## src/rtl/uart_rx_ctrl_if.sv

```systemverilog
// Control/status bundle between the UART receive controller and its datapath.
// The package carries the control-point struct shared by both sides.
package uart_rx_ctrl_pkg;

  // Each field is packed {en, clr}; clr takes priority in the datapath.
  typedef struct packed {
    logic [1:0] clk_ctrl;
    logic [1:0] sample_ctrl;
    logic [1:0] bit_ctrl;
    logic [1:0] data_ctrl;
  } controlPoints_t;

endpackage

// Datapath link: the controller (master) drives cPts, and the datapath (slave)
// returns its counter status flags.
interface uart_rx_ctrl_if #(
  parameter int DATA_WIDTH = 8
);
  import uart_rx_ctrl_pkg::*;

  logic                          sample;
  logic                          mid_bit;
  logic [$clog2(DATA_WIDTH)-1:0] bit_count;
  controlPoints_t                cPts;

  modport master (input sample, input mid_bit, input bit_count, output cPts);
  modport slave  (output sample, output mid_bit, output bit_count, input cPts);

endinterface

```

## src/rtl/uart_rx_ctrl.sv

```systemverilog
// UART receive controller. It synchronises rx, sequences the datapath
// counters and shift register, and flags each frame with a one-cycle
// rx_valid or frame_err pulse.
// Optional macro UART_RX_PARITY_EN adds an even-parity bit between the data
// and stop bits, together with the parity_err output.
//
// Datapath handshake: the controller never waits on the datapath. Each cycle
// it presents cPts computed from state, sample, mid_bit, bit_count and
// rx_sync. The datapath applies those controls on the next clock edge. A
// strobe (sample & mid_bit) is the only event that advances the frame.
module uart_rx_ctrl
  import uart_rx_ctrl_pkg::*;
#(
  parameter int DATA_WIDTH = 8,
  parameter int OVERSAMPLE = 16
) (
  input  logic             clock,
  input  logic             reset,
  input  logic             rx,
  uart_rx_ctrl_if.master   dp,
  output logic             rx_sync,
  output logic             rx_valid,
  output logic             frame_err,
  output logic             busy,
`ifdef UART_RX_PARITY_EN
  output logic             parity_err,
`endif
  output logic [2:0]       state_dbg
);

  localparam int BW = $clog2(DATA_WIDTH);
  localparam logic [BW-1:0] LAST_BIT = BW'(DATA_WIDTH - 1);

  // Both parameters must be powers of two so the datapath counters wrap naturally.
  if (DATA_WIDTH < 2 || (DATA_WIDTH & (DATA_WIDTH - 1)) != 0) begin : g_bad_dw
    $error("uart_rx_ctrl: DATA_WIDTH must be a power of two >= 2");
  end
  if (OVERSAMPLE < 4 || (OVERSAMPLE & (OVERSAMPLE - 1)) != 0) begin : g_bad_os
    $error("uart_rx_ctrl: OVERSAMPLE must be a power of two >= 4");
  end

  typedef enum logic [2:0] {
    IDLE   = 3'd0,
    START  = 3'd1,
    DATA   = 3'd2,
    STOP   = 3'd3
`ifdef UART_RX_PARITY_EN
    ,
    PARITY = 3'd4
`endif
  } state_t;

  state_t         state, state_next;
  logic           sync_1;
  logic           strobe;
  logic           valid_next, err_next;
  controlPoints_t cpts_c;

  // Centre-of-bit pulse: last clock of the middle oversample.
  assign strobe = dp.sample & dp.mid_bit;

  // Two-flop synchroniser on the raw line. Both flops reset to idle (high).
  always_ff @(posedge clock or posedge reset) begin
    if (reset) begin
      sync_1  <= 1'b1;
      rx_sync <= 1'b1;
    end else begin
      sync_1  <= rx;
      rx_sync <= sync_1;
    end
  end

  // State register.
  always_ff @(posedge clock or posedge reset) begin
    if (reset) state <= IDLE;
    else       state <= state_next;
  end

  // Next-state logic and Mealy control points for the datapath.
  always_comb begin
    state_next         = state;
    valid_next         = 1'b0;
    err_next           = 1'b0;
    // IDLE controls: hold every counter cleared and keep the last byte.
    cpts_c.clk_ctrl    = 2'b01;
    cpts_c.sample_ctrl = 2'b01;
    cpts_c.bit_ctrl    = 2'b01;
    cpts_c.data_ctrl   = 2'b00;

    if (state != IDLE) begin
      // clk_count clears on its terminal cycle instead of counting past it.
      cpts_c.clk_ctrl    = {~dp.sample, dp.sample};
      cpts_c.sample_ctrl = {dp.sample, 1'b0};
      cpts_c.bit_ctrl    = 2'b00;
    end

    case (state)
      IDLE: begin
        if (!rx_sync) state_next = START;
      end
      START: begin
        // A high line at mid-start is a glitch: drop back silently.
        if (strobe) state_next = rx_sync ? IDLE : DATA;
      end
      DATA: begin
        if (strobe) begin
          cpts_c.data_ctrl = 2'b10;
          cpts_c.bit_ctrl  = 2'b10;
          if (dp.bit_count == LAST_BIT) begin
`ifdef UART_RX_PARITY_EN
            state_next = PARITY;
`else
            state_next = STOP;
`endif
          end
        end
      end
`ifdef UART_RX_PARITY_EN
      PARITY: begin
        if (strobe) state_next = STOP;
      end
`endif
      STOP: begin
        // Leaving at mid-stop lets a back-to-back start edge be caught.
        if (strobe) begin
          valid_next = rx_sync;
          err_next   = ~rx_sync;
          state_next = IDLE;
        end
      end
      default: begin
        state_next         = IDLE;
        cpts_c.clk_ctrl    = 2'b01;
        cpts_c.sample_ctrl = 2'b01;
        cpts_c.bit_ctrl    = 2'b01;
        cpts_c.data_ctrl   = 2'b00;
      end
    endcase
  end

  assign dp.cPts   = cpts_c;
  assign busy      = (state != IDLE);
  assign state_dbg = state;

  // Registered frame-result pulses, one cycle after the stop-bit strobe.
  always_ff @(posedge clock or posedge reset) begin
    if (reset) begin
      rx_valid  <= 1'b0;
      frame_err <= 1'b0;
    end else begin
      rx_valid  <= valid_next;
      frame_err <= err_next;
    end
  end

`ifdef UART_RX_PARITY_EN
  logic par_acc;
  logic par_bad;

  // Running XOR of data bits, checked against the parity bit, reported at stop.
  always_ff @(posedge clock or posedge reset) begin
    if (reset) begin
      par_acc    <= 1'b0;
      par_bad    <= 1'b0;
      parity_err <= 1'b0;
    end else begin
      parity_err <= 1'b0;
      if (state == IDLE) begin
        par_acc <= 1'b0;
        par_bad <= 1'b0;
      end else if (state == DATA && strobe) begin
        par_acc <= par_acc ^ rx_sync;
      end else if (state == PARITY && strobe) begin
        par_bad <= par_acc ^ rx_sync;
      end else if (state == STOP && strobe) begin
        parity_err <= par_bad;
      end
    end
  end
`endif

endmodule

```

## src/flat_wrapper.sv

```systemverilog
// flat-port wrapper written by rule: the top's interface ports become plain ports
module uart_rx_ctrl_flat import uart_rx_ctrl_pkg::*;
#(
  parameter int DATA_WIDTH = 8,
  parameter int OVERSAMPLE = 16
)
  (clock, reset, rx, rx_sync, rx_valid, frame_err, busy, state_dbg, dp_sample, dp_mid_bit, dp_bit_count, dp_cPts);
  uart_rx_ctrl_if #(.DATA_WIDTH(DATA_WIDTH)) dp_i ();
  input  logic clock;
  input  logic reset;
  input  logic rx;
  output logic rx_sync;
  output logic rx_valid;
  output logic frame_err;
  output logic busy;
  output logic [2:0] state_dbg;
  input wire logic [$bits(dp_i.sample)-1:0] dp_sample;
  input wire logic [$bits(dp_i.mid_bit)-1:0] dp_mid_bit;
  input wire logic [$bits(dp_i.bit_count)-1:0] dp_bit_count;
  output wire logic [$bits(dp_i.cPts)-1:0] dp_cPts;
  assign dp_i.sample = dp_sample;
  assign dp_i.mid_bit = dp_mid_bit;
  assign dp_i.bit_count = dp_bit_count;
  assign dp_cPts = dp_i.cPts;
  uart_rx_ctrl #(.DATA_WIDTH(DATA_WIDTH), .OVERSAMPLE(OVERSAMPLE)) u_core (.clock(clock), .reset(reset), .rx(rx), .dp(dp_i), .rx_sync(rx_sync), .rx_valid(rx_valid), .frame_err(frame_err), .busy(busy), .state_dbg(state_dbg));
endmodule
```

## config.mk

```make
export PLATFORM = sky130hd
export DESIGN_NAME = uart_rx_ctrl_flat
export DESIGN_NICKNAME = d
export VERILOG_FILES = /design/src/rtl/uart_rx_ctrl_if.sv /design/src/rtl/uart_rx_ctrl.sv /design/src/flat_wrapper.sv
export SDC_FILE = /design/constraint.sdc
export NUM_CORES = 1
export LEC_CHECK = 0
export ABC_AREA = 0
export CAP_MARGIN = 5
export CORE_AREA = 4 4 41 43
export CTS_CLUSTER_DIAMETER = 100
export DETAILED_ROUTE_END_ITERATION = 12
export DIE_AREA = 0 0 45 47
export PLACE_DENSITY = 0.56
export SYNTH_ARGS = -nofsm -noshare
export SYNTH_HDL_FRONTEND = slang
export SYNTH_SLANG_ARGS = --single-unit
```

## constraint.sdc

```tcl
create_clock -name clock -period 1.02 [get_ports clock]
set_input_delay 0.153 -clock clock [delete_from_list [all_inputs] [get_ports clock]]
set_output_delay 0.153 -clock clock [all_outputs]
set_load 0.05 [all_outputs]
```

Word-level counts from Yosys, hierarchy flattened
Cells that the tools add are included.

Flip-flop bits (word level): 7. Input port bits: 8. Output and inout bits: 15. Logic and storage cells: 37.

Eq/ne operators: 9. Multiplexer cells: 15. Bitwise operators: 3. Reduce and logical (&&, ||, !) cells: 5.

Operators by type and width (number): 2-to-1 mux 3 bit (5); one-hot mux 3 bit (4 select lines) (1); 2-to-1 mux 4 bit (2); inequality test 2 x 1 -> 1 bit, second input constant (4); one-hot mux 4 bit (2 select lines) (1); == test 3 x 2 -> 1 bit, second input constant (2); 2-to-1 mux 6 bit (1); AND reduction 5 bit (1); 2-to-1 mux 1 bit (4); OR reduction 4 bit (1); == test 3 x 1 -> 1 bit, second input constant (1); == test 3 bit, second input constant (1); zero test 3 bit (1); nonzero test 3 bit (1); OR reduction 3 bit (1); 2-to-1 mux 2 bit (1); inequality test 2 bit, second input constant (1); inverter 1 bit (2); bitwise AND 1 bit (1).

Depth between registers and ports, before layout
Word-level depth: 4. Mapped depth: 2. Gate-level depth less buffers: 2.

Worst setup path after synthesis
No wires, ideal clock.

Kind: register to output. From: register u_core.state[1] (netlist: u_core.state_dbg[1]). To: output port busy. Arrival: 1.993 ns. Data required time: 0.867 ns. Path slack: -1.126 ns. Cell stages (with the launch flop): 3. Buffers on the path: 0. Path through: dfrtp_1 > nor2_1 > inv_1.

Word-level cells in the longest chain between the ends: 1.

RTL lines: start: declaration (RTL line uart_rx_ctrl.sv:53) `state_t state, state_next;`; start signal: assignment (RTL line uart_rx_ctrl.sv:76) `else state <= state_next;`; nonzero test 3 bit (RTL line uart_rx_ctrl.sv:142) `assign busy = (state != IDLE);`; end: declaration (RTL line flat_wrapper.sv:15) `output logic busy;`.

No other way between the ends.

Worst setup path in the final report
From: register u_core.state[0] (netlist: u_core.state_dbg[0]). To: output port dp_cPts[1].

Word-level cells in the longest chain between the ends: 3. Elaborated cells between the ends (all ways): 6. Classes of those cells: 3 x eq/ne; 1 x mux; 2 x reduce/logical.

RTL lines: == test 3 x 1 -> 1 bit, or another cell as far along (RTL line uart_rx_ctrl.sv:97) `case (state)`; OR reduction 3 bit (no source line); one-hot mux 4 bit (2 select lines) * (RTL line uart_rx_ctrl.sv:97); end: declaration (RTL line flat_wrapper.sv:20) `output wire logic [$bits(dp_i.cPts)-1:0] dp_cPts;`.

Every way passes the cells marked *; elsewhere a longest branch is shown, timed or not.

==> summary.txt <==
Status
  – Status: finished, violations left
  – Failing checks: negative setup slack

GRT
  – Largest net degree at the start of global routing: 8
  – First-pass GRT wire length: approximately 1500 µm
  – Number of global-route vias before repair: roughly 340
  – All-Layer GR Usage: 10.3%
  – GRT Residual Overflow: 0
  – Initial antenna violation count: 0

Setup path
  – Worst setup EP type: output pin
  – Worst r2r path cells: 3
  – Critical path endpoint: dp_cPts[1]
  – Max incr delay on CP: 0.42 ns
  – CP cell instances: and4b_4 > buf_12
  – Worst Path Required: just under 0.9 ns
  – Crit-path max FO: 3
  – Crit path launch type: register
  – Slowest CP cell: dfrtp_2
  – Worst reg2reg setup slack: -0.22 ns
  – Critical Path AT: around 1.2 ns
  – Crit Path Category: register to output pin
  – Reg2reg start: u_core.state_dbg[1]
  – R2r endpoint: u_core.state_dbg[0]
  – Crit path launch: u_core.state_dbg[0]

Clock tree
  – Root buffer cell: clkbuf_4
  – Clk Latency, worst-skew pair: between 0.2 and 0.25 ns
  – CTS Buf Count: 3
  – Clk slew on worst S/H paths: around 0.04 ns
  – CTS Buffer Depth: 2
  – # clock sinks: 6
  – Post-CTS Hold Buffers: 0
  – H-tree level count: 1
  – CTS tree: built

Logic synthesis
  – Synthesized area: ~290 µm²
  – Gate Count Post-Synth: 28
  – Yosys Warn Count: 0
  – Seq/Total Area, Yosys: 52.8%
  – Yosys cell types: 15
  – Synth Register Bits: 6
  – Mapped Avg Cell Area: 10.3 µm²

Timing
  – Max Clk Rate: 0.746 GHz
  – Final Hold Fails: 0
  – Final worst setup slack: -0.320 ns
  – Post-route minimum period: approximately 1.3 ns
  – Hold WS: 0.126 ns
  – Fin crit share: 131%
  – Clk_skew: roughly 0.00093 ns
  – RSZ-0062 raised after global routing: true
  – Slew Viols, Final: 0
  – TNS Setup: -3.02 ns
  – Setup-failing EPs final: 13

Place
  – PortBufs: 20
  – Gpl congestion: approximately 0.68
  – DP HPWL: slightly above 700 µm
  – Placed Cells: 66

Route
  – Via/cell ratio: 4.20
  – WL final: around 870 µm
  – Remaining antenna violation count: 0
  – DRT Pass-1 Iters: 1
  – Drt drc: 0
  – Iteration-0 DRC Markers: 0
  – Via count: around 310
  – Routed len/inst: ~12 µm

Power and ir drop
  – VDD IR max: between 0.001 and 0.0015 V
  – Leak Pwr: about 0.35 nW
  – Switching Share: a little over two fifths
  – Int Power: around 0.0015 W
  – Pwr/cell area: approximately 3400 nW/µm²
  – Logic pwr share: between 70% and 80%
  – Clock power share: 7.8%
  – Switch Pwr: between 0.001 and 0.0015 W
  – Sequential share of power: between 10% and 20%

Layout
  – Post-Layout Cell Count: 74
  – Proportion of layout cells with a drive suffix above 1: about 64%
  – Layout area overhead: 166%
  – # diodes: 0
  – NumNets Final: 69
  – Post-Route Utilization: about three fifths

Job
  – MaxCap Viol Count: 0

Floorplan
  – IO Count: 23
  – Initial core utilization: between 20% and 30%
  – Core Box Area: roughly 1300 µm²
  – Vert. Die Dim: around 47 µm
  – Die span in x: 45 µm
  – Die area: 2120 µm²
  – # rows: 13

Min path
  – Hold Crit Class: primary input to asynchronous set/reset pin
[critical path, delay by kind of cell, from the launching register on]
family	cells	cell delay, ns
flops	1	0.42
buf+inv	1	0.14
simple gates	1	0.38
[repair_timing]
action                                  CTS  global route
endpoints found under the setup margin   13            13
cloned                                    0             0
setup buffers                             5             0
resized for setup                        11             0
pin swaps                                 3             2
[cells in the mapped netlist]
master	n	area, µm²
inv_1	3	11.3
nand4_1	1	6.26
buf_4	4	30.0
nand3_1	1	5.00
dfstp_2	2	52.6
nor2b_1	1	6.26
and3_1	1	6.26
nor2_1	5	18.8
conb_1	1	3.75
or2_2	1	6.26
and4b_4	1	13.8
mux2_2	1	11.3
dfrtp_1	4	100
a221o_1	1	10.0
a21boi_0	1	7.51
[how the worst min path moves through the flow]
stage	from	end	slack [ns]	depth (start not counted)
6_report	reset	u_core.rx_valid	0.13	2
5_1_grt	reset	u_core.rx_valid	0.15	2
4_1_cts	reset	u_core.rx_valid	0.12	2
3_5_place_dp	u_core.sync_1	u_core.rx_sync	0.36	0
3_3_place_gp	u_core.sync_1	u_core.rx_sync	0.35	0
2_1_floorplan	reset	u_core.frame_err	-0.06	1
[cell type report]
| cell class | instances | area [µm²] |
|---|---|---|
| repair buffers | 31 | 429 |
| inverters | 3 | 15.0 |
| multi-input cells | 16 | 128 |
| well taps | 15 | 18.8 |
| fillers | 110 | 533 |
| flip-flops and latches | 6 | 155 |
| clock buffers | 3 | 22.5 |
[state kept, by name, indices dropped and copies added (netlist names)]
register          flops
u_core.sync_1         1
u_core.rx_valid       1
u_core.state_dbg      2
u_core.rx_sync        1
u_core.frame_err      1
[per-layer routing]
layer  wire (µm)  track usage, %
met2         435            18.9
met5           0               0
met3         131            4.60
met4           0            5.26
met1         304            9.49
[placed cells by master, fill, tap and decap left out]
| cell | netlist | routed |
|---|---|---|
| buf_12 | 0 | 12 |
| buf_6 | 0 | 8 |
| clkdlybuf4s50_1 | 0 | 6 |
| buf_4 | 4 | 4 |
| nor2_1 | 5 | 3 |
| clkbuf_4 | 0 | 3 |
| nor2_4 | 0 | 2 |
| inv_1 | 3 | 2 |
| conb_1 | 1 | 2 |
| dfrtp_1 | 4 | 2 |
| dfstp_2 | 2 | 2 |
| dfrtp_2 | 0 | 2 |
| nand3_1 | 1 | 1 |
| mux2_4 | 0 | 1 |
| and3_1 | 1 | 1 |
| and4b_4 | 1 | 1 |
| a21boi_0 | 1 | 1 |
| a221o_1 | 1 | 1 |
| clkinvlp_4 | 0 | 1 |
| or2_4 | 0 | 1 |
| nor2b_4 | 0 | 1 |
| nand4_1 | 1 | 1 |
| dlygate4sd2_1 | 0 | 1 |
[logic make-up (layout without fill, tap and decap cells)]
group | Yosys count | in the layout | share of synthesized area [%]
AND/OR/NAND/NOR | 11 | 11 | 21.6
buffers and inverters | 7 | 37 | 14.3
flip-flops | 6 | 6 | 52.8
AO/OA/AOI/OAI | 2 | 2 | 6.06
other | 1 | 2 | 1.30
multiplexers | 1 | 1 | 3.90
[per-stage QoR]
step / worst slack [ns] / area (µm²) / power, W
floorplan: -0.518 / 327 / 0.00128
global placement: -0.332 / 671 / 0.00216
detailed placement: -0.361 / 671 / 0.00216
CTS: -0.337 / 768 / 0.00268
global route: -0.353 / 768 / 0.00277
finish: -0.320 / 768 / 0.00264
[power groups by stage]
stage,Sequential [W],Clock [W],Combinational (W)
after CTS,0.000358,0.000224,0.00209
after detailed placement,0.000367,0,0.00180
after global placement,0.000365,0,0.00179
after global routing,0.000364,0.000233,0.00217
after floorplan,0.000539,0,0.000743
final,0.000357,0.000206,0.00208
No activity file was read; power rests on OpenSTA's default activity.
